File: config.mk
export PLATFORM = sky130hd
export DESIGN_NAME = uart_tx_frame
export DESIGN_NICKNAME = d
export VERILOG_FILES = /design/src/rtl/uart_tx_frame.sv
export SDC_FILE = /design/constraint.sdc
export NUM_CORES = 1
export LEC_CHECK = 0
export ABC_AREA = 1
export CAP_MARGIN = 25
export CORE_MARGIN = 4
export CORE_UTILIZATION = 45
export CTS_CLUSTER_SIZE = 16
export DETAILED_ROUTE_END_ITERATION = 10
export PLACE_DENSITY = 0.66
export SLEW_MARGIN = 20
export SYNTH_ARGS = -nofsm -noshare
export SYNTH_HDL_FRONTEND = slang
export SYNTH_SLANG_ARGS = --single-unit
export TNS_END_PERCENT = 20
File: constraint.sdc
create_clock -name clk -period 2.9 [get_ports clk]
set_input_delay 0.725 -clock clk [delete_from_list [all_inputs] [get_ports clk]]
set_output_delay 0.725 -clock clk [all_outputs]
set_load 0.02 [all_outputs]
File: src/rtl/uart_tx_frame.sv
// uart_tx_frame
// Parametrised UART transmitter: one character per frame with a 5..DBIT_MAX bit
// data field, optional even/odd parity and a 1, 1.5 or 2 bit stop field. Bit
// timing comes from the shared oversampling strobe s_tick (OVS strobes per bit).
// A one-entry holding register behind tx_valid/tx_ready lets a second character
// wait while a frame is on the line, so frames can follow with no idle gap.
//
// Ports
//   clk         system clock, rising edge
//   reset       asynchronous, active-high
//   s_tick      single-cycle baud oversampling strobe
//   tx_valid    a character is offered on tx_data
//   tx_ready    holding register is free
//   tx_data     character; bits above the active length are ignored
//   cfg_dbits   data bits per frame (clamped to 5..DBIT_MAX)
//   cfg_parity  00 none, 01 even, 10 odd, 11 none
//   cfg_stop    00 one, 01 one-and-a-half, 10/11 two stop bits
//   tx          serial line, idle high, registered
//   tx_busy     frame engine not IDLE, registered
//   tx_done     one-cycle pulse when a frame's stop field completes
//   dbg_state   current frame engine state (IDLE=0 START=1 DATA=2 PARITY=3 STOP=4)
//
// Handshake: a beat transfers on a rising clk edge where tx_valid && tx_ready;
// tx_valid may be raised at any time and tx_ready (= holding register empty)
// does not depend on tx_valid in the same cycle.

module uart_tx_frame #(
  parameter int DBIT_MAX = 8,
  parameter int OVS      = 16
) (
  input  logic                clk,
  input  logic                reset,
  input  logic                s_tick,
  input  logic                tx_valid,
  output logic                tx_ready,
  input  logic [DBIT_MAX-1:0] tx_data,
  input  logic [3:0]          cfg_dbits,
  input  logic [1:0]          cfg_parity,
  input  logic [1:0]          cfg_stop,
  output logic                tx,
  output logic                tx_busy,
  output logic                tx_done,
  output logic [2:0]          dbg_state
);

  typedef enum logic [2:0] {
    IDLE   = 3'd0,
    START  = 3'd1,
    DATA   = 3'd2,
    PARITY = 3'd3,
    STOP   = 3'd4
  } state_t;

  // Tick counter must reach 2*OVS-1 for a two-bit stop field.
  localparam int TW = $clog2(2 * OVS);
  localparam logic [TW-1:0] T_BIT    = TW'(OVS - 1);
  localparam logic [TW-1:0] T_STOP1  = TW'(OVS - 1);
  localparam logic [TW-1:0] T_STOP15 = TW'((3 * OVS) / 2 - 1);
  localparam logic [TW-1:0] T_STOP2  = TW'(2 * OVS - 1);
  localparam logic [3:0]    DMAX     = 4'(DBIT_MAX);

  state_t                state, state_n;
  logic [TW-1:0]         tick_cnt, tick_n;
  logic [3:0]            bit_cnt, bit_n;
  logic [DBIT_MAX-1:0]   shift, shift_n;
  logic [3:0]            dbits_l, dbits_n;
  logic                  par_en, par_en_n;
  logic                  par_bit, par_bit_n;
  logic [TW-1:0]         stop_last, stop_last_n;
  logic                  hold_full, hold_full_n;
  logic [DBIT_MAX-1:0]   hold_data, hold_data_n;
  logic                  tx_n, busy_n, done_n;

  // Load-side decode of the frame that would start this cycle.
  logic                  accept, avail, load;
  logic [DBIT_MAX-1:0]   load_data, masked;
  logic [3:0]            cfg_d;
  logic                  load_par_en, load_par_bit;
  logic [TW-1:0]         load_stop_last;

  assign tx_ready  = !hold_full;
  assign dbg_state = state;

  always_comb begin
    accept    = tx_valid && !hold_full;
    // With the hold register empty a frame is available only through bypass.
    avail     = hold_full || tx_valid;
    load_data = hold_full ? hold_data : tx_data;

    if (cfg_dbits < 4'd5)       cfg_d = 4'd5;
    else if (cfg_dbits > DMAX)  cfg_d = DMAX;
    else                        cfg_d = cfg_dbits;

    masked = '0;
    for (int i = 0; i < DBIT_MAX; i++) begin
      if (i < int'(cfg_d)) masked[i] = load_data[i];
    end

    load_par_en  = (cfg_parity == 2'b01) || (cfg_parity == 2'b10);
    load_par_bit = (^masked) ^ (cfg_parity == 2'b10);

    case (cfg_stop)
      2'b00:   load_stop_last = T_STOP1;
      2'b01:   load_stop_last = T_STOP15;
      default: load_stop_last = T_STOP2;
    endcase
  end

  always_comb begin
    state_n     = state;
    tick_n      = tick_cnt;
    bit_n       = bit_cnt;
    shift_n     = shift;
    dbits_n     = dbits_l;
    par_en_n    = par_en;
    par_bit_n   = par_bit;
    stop_last_n = stop_last;
    hold_full_n = hold_full;
    hold_data_n = hold_data;
    done_n      = 1'b0;
    load        = 1'b0;

    case (state)
      IDLE: begin
        if (avail) load = 1'b1;
      end
      START: begin
        if (s_tick) begin
          if (tick_cnt == T_BIT) begin
            tick_n  = '0;
            state_n = DATA;
          end else begin
            tick_n = tick_cnt + 1'b1;
          end
        end
      end
      DATA: begin
        if (s_tick) begin
          if (tick_cnt == T_BIT) begin
            tick_n  = '0;
            shift_n = shift >> 1;
            if (bit_cnt == dbits_l - 4'd1) begin
              bit_n   = '0;
              state_n = par_en ? PARITY : STOP;
            end else begin
              bit_n = bit_cnt + 4'd1;
            end
          end else begin
            tick_n = tick_cnt + 1'b1;
          end
        end
      end
      PARITY: begin
        if (s_tick) begin
          if (tick_cnt == T_BIT) begin
            tick_n  = '0;
            state_n = STOP;
          end else begin
            tick_n = tick_cnt + 1'b1;
          end
        end
      end
      STOP: begin
        if (s_tick) begin
          if (tick_cnt == stop_last) begin
            tick_n = '0;
            done_n = 1'b1;
            if (avail) load = 1'b1;
            else       state_n = IDLE;
          end else begin
            tick_n = tick_cnt + 1'b1;
          end
        end
      end
      default: state_n = IDLE;
    endcase

    // A load restarts all counters; the tick on the load edge is not counted.
    if (load) begin
      state_n     = START;
      tick_n      = '0;
      bit_n       = '0;
      shift_n     = masked;
      dbits_n     = cfg_d;
      par_en_n    = load_par_en;
      par_bit_n   = load_par_bit;
      stop_last_n = load_stop_last;
    end

    if (load && hold_full) begin
      hold_full_n = 1'b0;
    end else if (accept && !load) begin
      hold_full_n = 1'b1;
      hold_data_n = tx_data;
    end

    // Line level follows the next state so tx is a plain register output.
    case (state_n)
      START:   tx_n = 1'b0;
      DATA:    tx_n = shift_n[0];
      PARITY:  tx_n = par_bit_n;
      default: tx_n = 1'b1;
    endcase
    busy_n = (state_n != IDLE);
  end

  always_ff @(posedge clk or posedge reset) begin
    if (reset) begin
      state     <= IDLE;
      tick_cnt  <= '0;
      bit_cnt   <= '0;
      shift     <= '0;
      dbits_l   <= 4'd5;
      par_en    <= 1'b0;
      par_bit   <= 1'b0;
      stop_last <= T_STOP1;
      hold_full <= 1'b0;
      hold_data <= '0;
      tx        <= 1'b1;
      tx_busy   <= 1'b0;
      tx_done   <= 1'b0;
    end else begin
      state     <= state_n;
      tick_cnt  <= tick_n;
      bit_cnt   <= bit_n;
      shift     <= shift_n;
      dbits_l   <= dbits_n;
      par_en    <= par_en_n;
      par_bit   <= par_bit_n;
      stop_last <= stop_last_n;
      hold_full <= hold_full_n;
      hold_data <= hold_data_n;
      tx        <= tx_n;
      tx_busy   <= busy_n;
      tx_done   <= done_n;
    end
  end

endmodule

=== Word-level counts from Yosys, hierarchy flattened ===
Cells that the tools add are included.

* Register bits: 43
* Input bits: 20
* Output and inout bits: 7
* Word-level logic and storage cells: 115

* Add/sub/neg operators: 3
* $lt $le $gt $ge: 10
* Eq/ne operators: 15
* Muxes and demuxes: 51
* Bitwise gates (word level): 2
* Reductions and logical operators: 20

{| class="wikitable"
|+ Operators by type and width
! cell !! count
|-
| two-way mux 8 bit || 5
|-
| two-way mux 3 bit || 12
|-
| two-way mux 4 bit || 7
|-
| two-way mux 5 bit || 5
|-
| case mux 5 bit (2 select lines) || 2
|-
| two-way mux 1 bit || 17
|-
| < comparator 3 x 4 -> 1 bit, first input constant || 4
|-
| case mux 3 bit (5 select lines) || 1
|-
| equality test 3 x 2 -> 1 bit, second input constant || 4
|-
| < comparator 1 x 4 -> 1 bit, first input constant || 2
|-
| < comparator 2 x 4 -> 1 bit, first input constant || 2
|-
| nonzero test 2 bit || 4
|-
| XOR reduction 8 bit || 1
|-
| equality test 3 x 1 -> 1 bit, second input constant || 2
|-
| AND reduction 3 bit || 2
|-
| nonzero test 3 bit || 2
|-
| adder 5 x 1 -> 5 bit, second input constant || 1
|-
| equality test 5 x 4 -> 1 bit, second input constant || 1
|-
| equality test 5 bit || 1
|-
| adder 4 x 1 -> 4 bit, second input constant || 1
|-
| equality test 2 x 1 -> 1 bit, second input constant || 2
|-
| equality test 4 bit || 1
|-
| > comparator 4 bit, second input constant || 1
|-
| < comparator 4 x 3 -> 1 bit, second input constant || 1
|-
| 16 further kinds || 20
|}

=== Logic depth before layout (Yosys ltp) ===
* Word-level depth: 9
* Depth in mapped cells: 17
* Gate-level depth less buffers: 17

=== Worst setup path after synthesis ===
Ideal clock, no wire load.

* Path kind: flip-flop to flip-flop
* Start: register tick_cnt[0]
* End: register tx_busy
* Library setup time: 0.129 ns
* Arrival time: 1.776 ns
* Required time: 2.771 ns
* Setup slack: 0.995 ns
* Cell stages (with the launch flop): 12
* Path buffers: 1
* Period minus slack after synthesis: 1.905 ns
* Path through: dfrtp_1 -> ha_1 -> nand2_2 -> nor2_1 -> ha_1 -> nand2_1 -> inv_1 -> nand2_1 -> clkbuf_1 -> nor3_1 -> nor2_1 -> o21ai_0

* Longest elaborated chain between the ends: 6
* Elaborated cells between the ends (all ways): 16
* Classes of those cells: eq/ne: 2; mux: 13; reduce/logical: 1

{| class="wikitable"
|+ RTL lines
! element !! RTL line !! RTL
|-
| start, declared || 63 || <nowiki>logic [TW-1:0] tick_cnt, tick_n;</nowiki>
|-
| start signal, assigned || 224 || <nowiki>tick_cnt <= tick_n;</nowiki>
|-
| equality test 5 bit / equality test 5 x 4 -> 1 bit (equally long branches) || n/a ||
|-
| two-way mux 3 bit (tied with other cells) || 165 || <nowiki>if (tick_cnt == stop_last) begin</nowiki>
|-
| two-way mux 3 bit (tied with other cells) || 164 || <nowiki>if (s_tick) begin</nowiki>
|-
| case mux 3 bit (5 select lines) / case mux 1 bit (2 select lines) (equally long branches) || 123 || <nowiki>case (state)</nowiki>
|-
| two-way mux 3 bit * || 179 || <nowiki>if (load) begin</nowiki>
|-
| nonzero test 3 bit * || 204 || <nowiki>busy_n = (state_n != IDLE);</nowiki>
|-
| via busy_n || 72 || <nowiki>logic tx_n, busy_n, done_n;</nowiki>
|-
| end signal, assigned || 234 || <nowiki>tx_busy <= busy_n;</nowiki>
|-
| end, declared || 41 || <nowiki>output logic tx_busy,</nowiki>
|}

The timed path passes the listed nets; every way through them passes the cells marked *.
A chain may end at the register's enable or synchronous reset.

=== Worst setup path in the final report ===
* Start: register hold_full
* End: output tx_ready

* Longest elaborated chain between the ends: 1

{| class="wikitable"
|+ RTL lines
! element !! RTL line !! RTL
|-
| start, declared || 70 || <nowiki>logic hold_full, hold_full_n;</nowiki>
|-
| start signal, assigned || 231 || <nowiki>hold_full <= hold_full_n;</nowiki>
|-
| logical NOT 1 bit || 81 || <nowiki>assign tx_ready = !hold_full;</nowiki>
|-
| end, declared || 35 || <nowiki>output logic tx_ready,</nowiki>
|}

Every way passes these cells.

==> impl_results.md <==
- Syn. warnings: 0
- CTS max path bufs: 2
- H-tree levels: 2
- Most frequent cells in the layout: nand2_1 (93), inv_1 (52), dfrtp_1 (36)
- Top delay family on crit path: buffers and inverters
- Max-cap violations: 0
- Fmax: approximately 460 MHz
- Die W: 81.8 um
- Vias: 2,097
- Status: completed
- PortBufs: 26
- Synth area leader: dfrtp_1
- Largest net degree at the start of global routing: between 40 and 50
- Top-area cell type share of the netlist area: 0.367
- Die H: 81.8 um
- Filler cell count: 532
- Hold crit path type: flop to flop
- Crit path buf inv count: 2
- Post-DP HPWL: 3770 um
- Clk_lat worst skew: 0.29 ns
- GRT Total Usage: 0.170
- Initial antenna violation count: 0
- Final setup vio count: 0
- Seq/Total Area, Yosys: 0.410
- Worst slew pin tran: 0.506 ns
- CTS Sinks: 40
- Share of layout cells above drive strength 1: 0.126
- Core footprint: between 5000 and 6000 um^2
- CTS Buf Count: 5
- Fin nets: ~380
- Synth-to-Final Area Change: 16.2%
- Total Negative Setup Slacks: 0 ns
- RSZ-0062 raised after global routing: no
- Cells after synthesis: 327
- Pwr/cell area: between 800 and 900 nW/um^2
- Mapped Nets: roughly 350
- Initial Utilization: 0.471
- Vias in the first global route: 2,019
- Largest cells by area after synthesis: dfrtp_1 (37%), nand2_1 (14%), inv_1 (8.0%)
- Critical-path maximum fanout: 8
- Global-route wire length before repair: ~8900 um
- Pre-antenna DRT Iters: 4
- Clock Pin Slew Worst Setup and Hold Paths: approximately 0.080 ns
- Cells along the critical path: inv_2, clkdlybuf4s50_1
- Post-CTS Hold Fix Bufs: 0
- DRC viols: 0
- Die area: ~6700 um^2
- Startpoint Class: flop
- Ant. Diodes: 0
- Commonest non-fill, non-tap cell in the layout: nand2_1
- Post-route ant nets: 0
- Share of the cycle needed by the critical path after routing: 0.751
- Required @ worst endpoint: 2.17 ns
- Grt total ovfl: 0
- CTS root buf: clkbuf_8
- Slew Limit Fails: 0
- Worst stage delay on the critical path: 0.63 ns
- CTS tree: yes
- Minimum clock period: 2.18 ns
- Lkg Pwr: 1.44 nW
- Unique cell type count in the Yosys netlist: 35
- Post-CTS setup buffer count: 0
- Cell Area, Synth: roughly 2500 um^2
- Io pins: 27
- Seq cells post-synth: 40
- Slowest CP cell: clkdlybuf4s50_1
- Tot Pwr: 0.00251 W
- WP data arrival: around 1.5 ns
- Worst relative slew slack: 0.663
- Via density per instance: 4.90
- Max VDD drop: 392 uV
- Final Hold Viols: 0
- Cell row count: 26
- GP Congestion: around 0.8
- Avg Inst Size Synth: about 7.5 um^2
- Clock Skews: 0.00482 ns
- CTS resizes: 0
- WL per Instance: 11.7 um
- Final WL: 5030 um
- Setup crit end kind: output pin
- Class of the most critical setup path: flop to output pin
- Initial drt markers: 75
synth_stat cells:
cell / n
nand2_1: 93
inv_1: 52
dfrtp_1: 36
nor2_1: 23
nand3_1: 21
o21ai_0: 17
nand2_2: 8
a21oi_1: 7
ha_1: 6
o221ai_1: 6
nand4_1: 5
nor2_2: 5
o21ai_2: 5
dfstp_2: 4
inv_2: 4
nor3_1: 4
a21oi_2: 3
buf_6: 3
nand3_2: 3
nand3b_1: 3
buf_4: 2
nand2_4: 2
o22ai_1: 2
xor2_1: 2
a211oi_1: 1
a22oi_1: 1
a31oi_1: 1
clkbuf_1: 1
nor3_4: 1
o211ai_1: 1
o21bai_1: 1
o22ai_2: 1
o31ai_1: 1
or2_2: 1
xnor2_1: 1
registers in the layout (all words and copies together) (netlist names), 2 cells and up:
| name | flops |
|---|---|
| tick_cnt | 5 |
| bit_cnt | 4 |
| hold_data | 8 |
| shift | 8 |
| dbg_state | 3 |
| dbits_l | 4 |
| stop_last | 2 |
logic make-up after synthesis:
family / synth area share
flops: 0.410
simple gates: 0.314
xor+xnor: 0.0107
compound gates: 0.127
buf+inv: 0.107
fa+ha+maj: 0.0306
cell type report:
type	instances	area, um^2	share of cell area
multi-input cells	225	1180	0.415
flip-flops and latches	40	1010	0.353
repair buffers	29	283	0.0992
inverters	56	210	0.0737
well taps	70	87.6	0.0307
clock buffers	8	80.1	0.0281
worst paths after layout:
kind,slack (ns),from,depth (start not counted),to
min in group asynchronous,0.85,reset,3,hold_data[3]
max in group asynchronous,1.68,reset,3,dbits_l[2]
hold reg to reg,0.49,hold_data[0],2,hold_data[0]
setup reg to reg,0.75,tick_cnt[0],15,tx
setup / recovery,0.72,hold_full,2,tx_ready
hold / removal,0.49,hold_data[0],2,hold_data[0]
metrics by stage:
stage / worst slack [ns] / instances / hold WS, ns / cell area, um^2 / util
after floorplan: 0.995 / 327 / 0.452 / 2450 / -
after global placement: 0.438 / 420 / 0.468 / 2770 / 0.532
after detailed placement: 0.429 / 420 / 0.474 / 2770 / 0.532
after CTS: 0.709 / 428 / 0.494 / 2850 / 0.548
after global routing: 0.425 / 428 / 0.523 / 2850 / 0.548
final: 0.721 / 428 / 0.492 / 2850 / 0.548
worst reg2reg max path: cells and delay by family, from the launching register on:
kind	cells	cell delay [ns]
simple gates	8	0.69
buf+inv	4	0.44
fa+ha+maj	2	0.41
flops	1	0.38
compound gates	1	0.22
power by group:
part / switching (W) / total (W) / internal [W]
clock: 0.000192 / 0.000363 / 0.000171
sequential: 0.000134 / 0.000922 / 0.000788
combinational: 0.000759 / 0.00122 / 0.000465
total: 0.00108 / 0.00251 / 0.00142
routing by layer:
metal,track usage,part of all wire,vias up
met4,0.0548,0.017,0
met3,0.0340,0.031,9
met5,0,0,-
li1,-,-,1100
met1,0.223,0.49,961
met2,0.280,0.46,27
No activity file was read; power rests on OpenSTA's default activity.
